--- src/rtl/pc_sequencer_pkg.sv ---
// rtl/pc_sequencer_pkg.sv - shared vectors, PC-select codes and FSM encoding for the fetch sequencer
package pc_sequencer_pkg;

   localparam logic [31:0] RESET_VECTOR = 32'hBFC0_0000;
   localparam logic [31:0] EXC_VECTOR   = 32'h8000_0080;

   // one-hot PCsel codes driven by EX
   localparam logic [4:0] SELECT_PC_INC      = 5'b00001;
   localparam logic [4:0] SELECT_PC_ADD      = 5'b00010;
   localparam logic [4:0] SELECT_PC_JUMP     = 5'b00100;
   localparam logic [4:0] SELECT_PC_REGISTER = 5'b01000;

   typedef enum logic [1:0] {
      ST_RST  = 2'd0,
      ST_REQ  = 2'd1,
      ST_HOLD = 2'd2
   } pcseq_state_e;

   function automatic logic [31:0] pc_plus4(input logic [31:0] pc);
      return pc + 32'd4;
   endfunction

endpackage

--- src/rtl/pc_target.sv ---
// rtl/pc_target.sv - combinational redirect target mux/adder for the fetch sequencer
module pc_target (
   input  logic [4:0]  sel,
   input  logic        exc,
   input  logic [31:0] ex_pc,
   input  logic [31:0] offset,
   input  logic [25:0] jump_field,
   input  logic [31:0] reg_val,
   output logic [31:0] target
);
   import pc_sequencer_pkg::*;

   logic [31:0] ex_pc4;

   // exception vector overrides every PCsel choice; otherwise pick by the one-hot code
   always_comb begin
      ex_pc4 = pc_plus4(ex_pc);
      target = ex_pc4;
      if (exc) begin
         target = EXC_VECTOR;
      end else begin
         case (sel)
            SELECT_PC_INC:      target = ex_pc4;
            SELECT_PC_ADD:      target = ex_pc4 + offset;
            SELECT_PC_JUMP:     target = {ex_pc4[31:28], jump_field, 2'b00};
            SELECT_PC_REGISTER: target = reg_val;
            default:            target = ex_pc4;
         endcase
      end
   end

endmodule

--- src/rtl/pc_sequencer.sv ---
// rtl/pc_sequencer.sv - fetch PC sequencer; PCSEQ_DELAY_SLOT_EN selects delay-slot squash behaviour
module pc_sequencer (
   input  logic        CLK,
   input  logic        RESET_N,
   input  logic [4:0]  PCsel,
   input  logic        PCselValid,
   input  logic [31:0] PCoffset,
   input  logic [25:0] PCjump,
   input  logic [31:0] PCreg,
   input  logic        Exc,
   input  logic        Stall,
   output logic        ImemReq,
   output logic [31:0] ImemAddr,
   input  logic        ImemAck,
   output logic        IFvalid,
   output logic [31:0] IFpc,
   output logic        SquashID,
   output logic [31:0] EPC
);
   import pc_sequencer_pkg::*;

   pcseq_state_e state_q, state_d;
   logic [31:0]  pc_q, pc_d;
   logic [31:0]  id_pc_q, id_pc_d;
   logic [31:0]  ex_pc_q, ex_pc_d;
   logic         pend_q, pend_d;
   logic         pend_exc_q, pend_exc_d;
   logic [31:0]  pend_tgt_q, pend_tgt_d;
   logic [31:0]  epc_q, epc_d;
   logic         squash_q, squash_d;

   logic [31:0]  tgt;
   logic [31:0]  redir_tgt;
   logic         redir;
   logic         ack_in_req;
   logic         discard;
   logic         advance;
   logic         keep_exc;

   pc_target u_pc_target (
      .sel        (PCsel),
      .exc        (Exc),
      .ex_pc      (ex_pc_q),
      .offset     (PCoffset),
      .jump_field (PCjump),
      .reg_val    (PCreg),
      .target     (tgt)
   );

   // classify this cycle: redirect request, live ack, discarded ack, pipeline advance
   always_comb begin
      redir      = Exc | (PCselValid & ((PCsel == SELECT_PC_ADD) |
                                        (PCsel == SELECT_PC_JUMP) |
                                        (PCsel == SELECT_PC_REGISTER)));
      ack_in_req = (state_q == ST_REQ) & ImemAck;
      discard    = ack_in_req & (pend_q | redir);
      advance    = (ack_in_req & ~discard & ~Stall) |
                   ((state_q == ST_HOLD) & ~Stall & ~redir);
      // a pending exception redirect must not be displaced by a plain branch
      keep_exc   = pend_q & pend_exc_q & ~Exc;
      redir_tgt  = keep_exc ? pend_tgt_q : tgt;
   end

   // FSM next state
   always_comb begin
      state_d = state_q;
      case (state_q)
         ST_RST:  state_d = ST_REQ;
         ST_REQ:  if (ack_in_req && !discard && Stall) state_d = ST_HOLD;
         ST_HOLD: if (redir || !Stall) state_d = ST_REQ;
         default: state_d = ST_RST;
      endcase
   end

   // PC, history, pending redirect, EPC and squash next values
   always_comb begin
      pc_d       = pc_q;
      id_pc_d    = id_pc_q;
      ex_pc_d    = ex_pc_q;
      pend_d     = pend_q;
      pend_exc_d = pend_exc_q;
      pend_tgt_d = pend_tgt_q;
      epc_d      = epc_q;

      if (redir && (state_q != ST_REQ || ack_in_req)) begin
         pc_d = redir_tgt;
      end else if (ack_in_req && pend_q) begin
         pc_d = pend_tgt_q;
      end else if (advance) begin
         pc_d = pc_plus4(pc_q);
      end

      if (advance) begin
         id_pc_d = pc_q;
         ex_pc_d = id_pc_q;
      end

      if (ack_in_req) begin
         pend_d     = 1'b0;
         pend_exc_d = 1'b0;
      end else if (redir && state_q == ST_REQ) begin
         pend_d = 1'b1;
         if (!keep_exc) begin
            pend_tgt_d = tgt;
            pend_exc_d = Exc;
         end
      end

      if (Exc) epc_d = ex_pc_q;

`ifdef PCSEQ_DELAY_SLOT_EN
      squash_d = Exc;
`else
      squash_d = redir;
`endif
   end

   // FSM state register
   always_ff @(posedge CLK or negedge RESET_N) begin
      if (!RESET_N) state_q <= ST_RST;
      else          state_q <= state_d;
   end

   // datapath registers
   always_ff @(posedge CLK or negedge RESET_N) begin
      if (!RESET_N) begin
         pc_q       <= RESET_VECTOR;
         id_pc_q    <= 32'd0;
         ex_pc_q    <= 32'd0;
         pend_q     <= 1'b0;
         pend_exc_q <= 1'b0;
         pend_tgt_q <= 32'd0;
         epc_q      <= 32'd0;
         squash_q   <= 1'b0;
      end else begin
         pc_q       <= pc_d;
         id_pc_q    <= id_pc_d;
         ex_pc_q    <= ex_pc_d;
         pend_q     <= pend_d;
         pend_exc_q <= pend_exc_d;
         pend_tgt_q <= pend_tgt_d;
         epc_q      <= epc_d;
         squash_q   <= squash_d;
      end
   end

   // FSM outputs; IFvalid follows the ack directly, masked when the data is stale
   always_comb begin
      ImemReq  = (state_q == ST_REQ);
      ImemAddr = pc_q;
      IFvalid  = ack_in_req & ~discard;
      IFpc     = (state_q == ST_RST) ? 32'd0 : pc_q;
      SquashID = squash_q;
      EPC      = epc_q;
   end

endmodule
--- config.mk ---
export PLATFORM = sky130hd
export DESIGN_NAME = pc_sequencer
export DESIGN_NICKNAME = d
export VERILOG_FILES = /design/src/rtl/pc_sequencer_pkg.sv /design/src/rtl/pc_target.sv /design/src/rtl/pc_sequencer.sv
export SDC_FILE = /design/constraint.sdc
export NUM_CORES = 1
export LEC_CHECK = 0
export CORE_MARGIN = 1
export CORE_UTILIZATION = 28
export CTS_BUF_LIST = sky130_fd_sc_hd__clkbuf_4
export DETAILED_ROUTE_END_ITERATION = 8
export GPL_TIMING_DRIVEN = 0
export MAX_ROUTING_LAYER = met4
export PLACE_DENSITY = 0.49
export SKIP_LAST_GASP = 1
export SLEW_MARGIN = 20
export SYNTH_ARGS = -nofsm -noshare
export SYNTH_HDL_FRONTEND = slang
export SYNTH_SLANG_ARGS = --single-unit
--- constraint.sdc ---
create_clock -name CLK -period 4.2 [get_ports CLK]
set_clock_uncertainty 0.2 [all_clocks]
set_input_delay 0.84 -clock CLK [delete_from_list [all_inputs] [get_ports CLK]]
set_output_delay 0.84 -clock CLK [all_outputs]
set_load 0.03 [all_outputs]
==> flow_metrics.tcl <==
set metrics [dict create \
    status "finished clean" \
    p_int_mw 4.13 \
    routed_via_density 5.30 \
    irDropWorstVdd_mv 0.214 \
    grt_pass1_vias 9991 \
    final_area_mm2 0.0139 \
    port_buffers 198 \
    track_usage_pct 23.8 \
    synth_area_mm2 0.0105 \
    root_buffer "clkbuf_4" \
    combinationalPowerShare_pct 50.5 \
    critPathSlowestCell "clkdlybuf4s50_1" \
    vias 10400 \
    hold_viol_final 0 \
    synth_seq_cells 165 \
    postRouteAntennaNets 0 \
    postCtsHoldBufs 0 \
    min_path_type "in -> async" \
    dieHeight_um 195 \
    setup.worst_path.start_class "input port" \
    area_delta_synth_final_pct 33.0 \
    wl_per_cell_um 22.7 \
    critPathMaxStageDelay_ns 0.54 \
    p_seq_share_pct 34.9 \
    drt_iter0_drc 774 \
    fin_nets 1610 \
    pre_cts_slack_ns -0.815 \
    final_cells 1953 \
    ys_seq_area_share_pct 39.5 \
    clk_pin_slew_ns 0.17 \
    worstPathArrival_ns 3.02 \
    setup_viol 0 \
    synth-edff-count 0 \
    layout_commonest_cell "nand2_1" \
    hold_ws_ns 0.00376 \
    totalWireLength_um 44300 \
    clkSinkCount 165 \
    start_util_pct 28.6 \
    dp_hpwl_um 33500 \
    leakagePower_nw 6.20 \
    ios 200 \
    final_cell_mix "303 x nand2_1, 196 x clkdlybuf4s50_1, 149 x dfrtp_1, 77 x nor2_1, 64 x a21oi_1" \
    maxCapViolCount 0 \
    fin_util_pct 38.0 \
    powerDensity_mw_per_mm2 544 \
    clk_path_buf_depth 2 \
    clk_latency_ns 0.63 \
    synthCells 1232 \
    syn_avg_cell_area_um2 8.51 \
    die-area_mm2 0.0382 \
    swShare_pct 45.4 \
    postSynthNetCount 1372 \
    dp.cells 1899 \
    path_class "in -> out" \
    setup-tns-final_ns 0 \
    clkPwrFrac_pct 14.6 \
    timing.final.crit_share_pct 96.6 \
    crit_path_max_fanout 9 \
    cts_buffers 17 \
    grt_max_degree 85 \
    worst_pin_slew_ns 0.944 \
    gp_congestion 0.928 \
    ys.flop_type "dfrtp_1" \
    max_freq_mhz 246 \
    ys_types 71 \
    coreArea_mm2 0.0367 \
    post-route-min-period_ns 4.06 \
    grt_overflow 0 \
    critPathRequiredTime_ns 3.16 \
    antenna_found_initial 2 \
    async_flop_share_pct 100 \
    yosys.area.top_type_share_pct 37.2 \
    slew-limit-headroom_pct 36.6 \
    cts_tree "done" \
    rows 70 \
    synth_area_leaders "dfrtp_1 37%, nand2_1 11%, ha_1 4.5%, xnor2_1 3.8%, mux2_2 3.4%" \
    grt_first_pass_wirelength_um 65300 \
    switchingPower_mw 3.44 \
    worst_slack_ns 0.141 \
    synth_area_leader_cell "dfrtp_1" \
    dr.pass1.iters 5 \
    drive_above_1_share_pct 12.3 \
    path_cells "clkdlybuf4s50_1 > xor2_1 > o211a_1 > buf_4 > a21oi_4 > inv_2 > nor3_1 > clkbuf_2" \
    die_x_um 195 \
    ys_warn_count 0 \
    endpoint_kind "output port" \
    drv_slew 0 \
    drc 0 \
    place_area_mm2 0.0131 \
    htreeDepth 4 \
    design_power_total_mw 7.58 \
]
==> metal layers <==
metal  vias to the layer above  share of wire, %  routed length, µm  GRT usage, %
li1                       4843                 -                  -             -
met5                         -                 0                  0             -
met3                        59               5.7               2510          3.56
met2                       363                45              20000          36.8
met1                      5093                47              20700          32.5
met4                         0               2.3               1040          6.27
==> critical path, delay by kind of cell <==
| kind | cells | cell delay [ns] |
|---|---|---|
| buffers and inverters | 4 | 1.14 |
| xor gates and xnor gates | 1 | 0.23 |
| and+or+nand+nor | 1 | 0.25 |
| AOI/OAI and AO/OA | 2 | 0.56 |
==> power by group through the flow <==
stage | clock network (mW) | logic (mW) | registers [mW]
after floorplan | 0 | 1.89 | 2.82
after global placement | 0 | 3.52 | 2.67
after detailed placement | 0 | 3.53 | 2.67
after CTS | 1.14 | 3.61 | 2.65
after global routing | 1.19 | 4.11 | 2.72
final | 1.11 | 3.83 | 2.64
==> flip-flops by register name (all words and copies together) (netlist names) <==
| register | cells |
|---|---|
| pend_exc_q | 1 |
| state_q | 2 |
| ImemAddr | 32 |
| ex_pc_q | 32 |
| pend_q | 1 |
| pend_tgt_q | 32 |
| EPC | 32 |
| id_pc_q | 32 |
| SquashID | 1 |
==> final cells by class <==
cell class,count,area (µm²)
inverters,9,33.8
clock buffers,17,128
well taps,468,586
diodes,2,5.00
plain buffers,63,253
repair buffers,226,2220
multi-input cells,988,6370
flip-flops and latches,165,4150
fillers,3826,22800
clock inverters,15,194
==> repair_timing <==
item	4_1_cts	5_1_grt
pin swaps	5	16
setup buffers	11	16
gates resized for setup	33	47
endpoints found under the setup margin	31	28
==> worst paths after layout <==
path,startpoint,depth (start not counted),to,slack [ns]
min reg2reg,id_pc_q[11]$_DFFE_PN0P_,2,ex_pc_q[11]$_DFFE_PN0P_,0.28
min,RESET_N,1,pend_tgt_q[4]$_DFFE_PN0P_,0.004
max in group asynchronous,RESET_N,2,ex_pc_q[11]$_DFFE_PN0P_,2.89
max reg2reg,ex_pc_q[6]$_DFFE_PN0P_,14,ImemAddr[31]$_DFFE_PN1P_,0.14
max,PCsel[1],8,IFvalid,0.14
min in group CLK,id_pc_q[11]$_DFFE_PN0P_,2,ex_pc_q[11]$_DFFE_PN0P_,0.28
==> cells by family (layout without fill, tap and decap cells) <==
group,Yosys count,in the layout,share of synthesized area [%]
mux,35,35,3.72
xor+xnor,82,82,6.85
fa+ha+maj,39,39,4.73
other cells,0,2,0
compound gates,279,279,18.0
buf+inv,79,330,2.98
flops,165,165,39.5
simple gates,553,553,24.2
==> synth_stat cells (all sizes together), types with 20 or more instances <==
cell / n
o21ai: 69
nand2: 303
nand4: 20
mux2: 32
dfrtp: 156
nand3: 35
xor2: 36
nor2b: 38
a21oi: 71
clkbuf: 59
ha: 38
nor2: 79
xnor2: 46
Power figures use the tool's default switching activity.
